==> src/rtl/detect_10011.sv <==
// detect_10011: Moore detector for serial pattern 10011 (overlapping matches).
// Define DETECT_10011_CNT_EN to add the saturating match_cnt output.
module detect_10011 #(
  parameter int CNT_W = 8
) (
  input  logic             clk,
  input  logic             rst,
  input  logic             x,
`ifdef DETECT_10011_CNT_EN
  output logic [CNT_W-1:0] match_cnt,
`endif
  output logic             z
);
  typedef enum logic [2:0] {
    S0 = 3'b000,
    S1 = 3'b001,
    S2 = 3'b010,
    S3 = 3'b011,
    S4 = 3'b100,
    S5 = 3'b101
  } state_t;
  state_t state, state_nxt;
  always_ff @(posedge clk or negedge rst)
    if (!rst) state <= S0;
    else      state <= state_nxt;
  // Undefined codes fall through to S0
  always_comb begin
    state_nxt = S0;
    case (state)
      S0: state_nxt = x ? S1 : S0;
      S1: state_nxt = x ? S1 : S2;
      S2: state_nxt = x ? S1 : S3;
      S3: state_nxt = x ? S4 : S0;
      S4: state_nxt = x ? S5 : S2;
      S5: state_nxt = x ? S1 : S2;
      default: state_nxt = S0;
    endcase
  end
  assign z = (state == S5);
`ifdef DETECT_10011_CNT_EN
  always_ff @(posedge clk or negedge rst)
    if (!rst) match_cnt <= '0;
    else if (state_nxt == S5 && !(&match_cnt)) match_cnt <= match_cnt + 1'b1;
`endif
endmodule

==> config.mk <==
export PLATFORM = sky130hd
export DESIGN_NAME = detect_10011
export DESIGN_NICKNAME = d
export VERILOG_FILES = /design/src/rtl/detect_10011.sv
export SDC_FILE = /design/constraint.sdc
export NUM_CORES = 1
export LEC_CHECK = 0
export CORE_AREA = 2 2 39 41
export CTS_CLUSTER_DIAMETER = 200
export DETAILED_ROUTE_END_ITERATION = 8
export DIE_AREA = 0 0 41 43
export DONT_BUFFER_PORTS = 1
export REMOVE_ABC_BUFFERS = 1
export SYNTH_ARGS = -nofsm -noshare
export SYNTH_HDL_FRONTEND = slang
export SYNTH_SLANG_ARGS = --single-unit
==> constraint.sdc <==
create_clock -name clk -period 1.71 [get_ports clk]
set_clock_uncertainty 0.1 [all_clocks]
set_input_delay 0.4275 -clock clk [delete_from_list [all_inputs] [get_ports clk]]
set_output_delay 0.4275 -clock clk [all_outputs]
set_load 0.05 [all_outputs]
# Word-level counts from Yosys, hierarchy flattened
# Index checks and enable logic that the tools add are counted.
[totals]
mem_bits_ro = 0
latchBits = 0
ff_bits = 3
ram_bits = 0
mem_count = 0
output_inout_bits = 1
word_cells = 14
[classes]
eq_ne = 5
n_reduce_logical = 2
n_mux = 6
n_lt_le_gt_ge = 0
n_shift = 0
mul = 0
n_div = 0
add_sub_neg = 0
bitwise = 0
[op_table]
columns = ["op", "n"]
rows = [
  ["$pmux 3 s5", 1],
  ["$eq 3x2->1 const B", 2],
  ["$eq 3x3->1 const B", 2],
  ["$mux 3", 2],
  ["$mux 2", 2],
  ["$eq 3x1->1 const B", 1],
  ["$logic_not 3->1", 1],
  ["$reduce_or 2->1", 1],
  ["$mux 1", 1],
]

# Depth between registers and ports, before layout
[depth]
word_depth = 3
mapped_depth = 2

# Worst setup path before layout
# OpenSTA, ideal clock, no wires.
[synth_path]
path_kind = "register to output"
start = "register state[1]"
end = "output z"
path_stages_with_launch = 2
arrival_time_ns = 0.810
required_time_ns = 1.182
path_slack_ns = 0.372
path_cell_list = "dfrtp_1 -> and3b_2"
[synth_between]
elab_chain_cells = 1
[synth_lines]
columns = ["item", "line", "text"]
rows = [
  ["from (decl)", "22", "state_t state, state_nxt;"],
  ["from (signal assigned)", "25", "else state <= state_nxt;"],
  ["$eq 3x3->1", "39", "assign z = (state == S5);"],
  ["to (decl)", "12", "output logic z"],
]
# No other way between the ends.

# Final worst setup path
# Ends and elaborated chain as after synthesis.

==> results.txt <==
- CTS tree: done
- Setup total negative slack: 0 ns
* Layout cell share with drive strength beyond 1: 29.4%
* Number of instances in the synthesized netlist: 12
* Seq cells post-synth: 3
- At the end of routability-driven placement, the weighted congestion stood at 0.571.
- Buffer and inverter count on the worst path: 0
* Largest registers: state (3)
- Number of buffers between clock root and the deepest sink: 2
- Cell count of the worst hold path: 1
* Worst ir drop on vdd: 0.211 mV
- Summing all non-filler instances in the final layout gives an area of 201 sq um.
- In the final layout, the multi-input gates occupy 70.1 sq um.
- The worst setup path is captured at an output port.
* Instance count after placement with tap cells included: 28
- The worst hold path belongs to the class input pin to flop.
* Slew at the pin with the worst max-slew slack: 0.265 ns
- Vertical die dimension: 43 um
- Number of sinks driven by the clock tree: 3
- Top reg by flops: state
- For this run, the detailed router's first-pass iteration total came to 1.
* Leakage: 0.0881 nW
- Standard cell core area: 1380 sq um
- Setup violations remaining at the end of the flow were counted as 0.
* # resized after CTS: 0
- DIE AREA: 1760 sq um
* DRT iter0 DRCs: 0
- The worst hold path begins at x.
* Number of fill cells in the layout: 153
- Vias in the first global route: 147
* Remaining global-route overflow: 0
- During synthesis, Yosys emitted a total of 0 warnings.
- End-of-flow core utilization: 14.6%
- Wire length of the first global-routing pass: 614 um
* Data arrival time at the worst-slack endpoint: 1.10 ns
- For this design the ratio of total power to cell area is 1320 nW/um^2.
- The number of cells on the worst reg-to-reg path is 2.
- Critical path, cell by cell: and3b_2
- Number of rows created at floorplan: 14
- From left edge to right edge, the die measures 41 um.
- In this run the clock root is driven by a clkbuf_4.
* Worst-case headroom to the max-slew limit: 82.4%
- Critical path's largest stage delay: 0.43 ns
- In the routed design, unresolved DRC markers number 0.
- Compared with the post-synthesis result, the final layout area differs by 38.8%.
- Startpoint-to-endpoint class of the critical path: flop to output port
- The register with the most flip-flops in the layout has 3 of them.
- Crit path max-delay cell type: dfrtp_1
- Counting the buffers created by CTS gives 3.
- Count of buffers inserted at the top-level ports: 0
- The final-report hold violation count came to 0.
- In this run the post-CTS setup repair buffer count came out at 0.
* Syn Area/Cell: 12.1 sq um
- Number of unique standard cell types used by synthesis: 9
- In the global route stage, overall resource usage came out at 5.94%.
- The path with the worst hold slack has its endpoint at state[1].
- Effective utilization at floorplan: 10.5%
- Start point of the critical path: state[1]
- Routed wire per std cell: 10.1 um
* Final critical delay including setup and external delays: 1.63 ns
- Largest net degree at the start of global routing: 7
- Non-filler cells, final: 33
- Final worst path period share: 95.0%
- Cell family with most CP delay: flip-flops
- Max Fanout on Critical Path: 6
* Clock-pin transition on the worst setup and hold timing paths: 0.04 ns
* Reg-to-reg slack, setup: 0.73 ns
- Max-cap check violation count: 0
* Antenna fix cells: 0
* H-Tree Level Count: 1
* Detailed-route via count: 115
- The clock reaches the later pin of the worst-skew pair after 0.23 ns.
* Final ANT Viol Nets: 0
* End of the worst register-to-register path: state[1]
* Worst Setup Start Kind: flop
- FF+latch area: 75.1 sq um
- Summing every instance area after synthesis gives 145 sq um.
- Per-cell via count in the routed design: 3.48
* Final-report max-slew violation count: 0
- Net count reported at finish: 21
- 4 I/O pins were placed.
- The initial antenna violation count is 0.
- Summing all placed instances gives a cell area of 165 sq um.
- The wire-length estimate of the detail-placed layout is 230 um.
- The run finished with clean final reports.
- Hold slack final: 0.178 ns
- The startpoint identified for the worst register-to-register timing path is state[2].
- Required time worst endpoint: 1.18 ns
- Sequential share of the synthesized area: 51.7%
* Setup repair after global routing missed its margin: no
* Routed Wire Length: 333 um
* Upper clock frequency limit: 615 MHz
## power by group
part | switching [mW] | internal, mW | leakage [nW]
Sequential | 0.0190 | 0.0838 | 0.0381
Combinational | 0.0160 | 0.0238 | 0.0351
Clock | 0.0353 | 0.0874 | 0.0150
Total | 0.0703 | 0.195 | 0.0881
## cells in the mapped netlist (all sizes together)
master	number	area share, %
dfrtp	3	52
nor3	2	6.9
and3b	1	6.9
mux2	1	10
nand2	1	2.6
nand4b	1	6.0
nand4bb	1	7.8
nor2	1	2.6
o21a	1	5.2
## layer usage
| metal | vias up | part of all wire, % | GRT usage, % |
|---|---|---|---|
| met5 | - | 0 | 0 |
| met2 | 5 | 46 | 7.19 |
| met3 | 0 | 17 | 4.19 |
| met1 | 53 | 36 | 6.15 |
| met4 | 0 | 0 | 6.00 |
| li1 | 57 | - | - |
## what timing repair did
item,CTS,global route
hold buffers,1,0
hold endpoints to repair,3,0
endpoints found under the setup margin,0,0
## placed cells by master (no fill, tap or decap)
| cell type | count |
|---|---|
| nand2_1 | 1 |
| nor3_1 | 2 |
| nor2_1 | 1 |
| clkbuf_1 | 1 |
| dlygate4sd3_1 | 1 |
| clkbuf_4 | 3 |
| and3b_2 | 1 |
| dfrtp_1 | 3 |
| nand4b_1 | 1 |
| o21a_1 | 1 |
| nand4bb_1 | 1 |
| mux2_4 | 1 |
## per-stage QoR
step | total power, mW | setup slack [ns]
after CTS | 0.271 | 0.0754
after floorplan | 0.132 | 0.372
final | 0.265 | 0.0850
after detailed placement | 0.140 | 0.325
after global routing | 0.286 | 0.0284
after global placement | 0.134 | 0.355
## cell type report
class,instances,share of cell area [%]
clock buffers,4,13.0
repair buffers,1,4.97
flip-flops and latches,3,37.3
well taps,16,9.94
multi-input cells,9,34.8
## worst max-delay path by stage
stage,end,slack [ns],depth (start not counted)
floorplan,z,0.37,1
global placement,z,0.35,1
detailed placement,z,0.33,1
CTS,z,0.08,1
global route,z,0.03,1
finish,z,0.08,1
## logic make-up after synthesis
kind of cell	synth area share, %
AO/OA/AOI/OAI	5.17
flip-flops	51.7
multiplexers	10.3
AND/OR/NAND/NOR	32.8
Note: power is estimated with default switching activity, not from simulation.
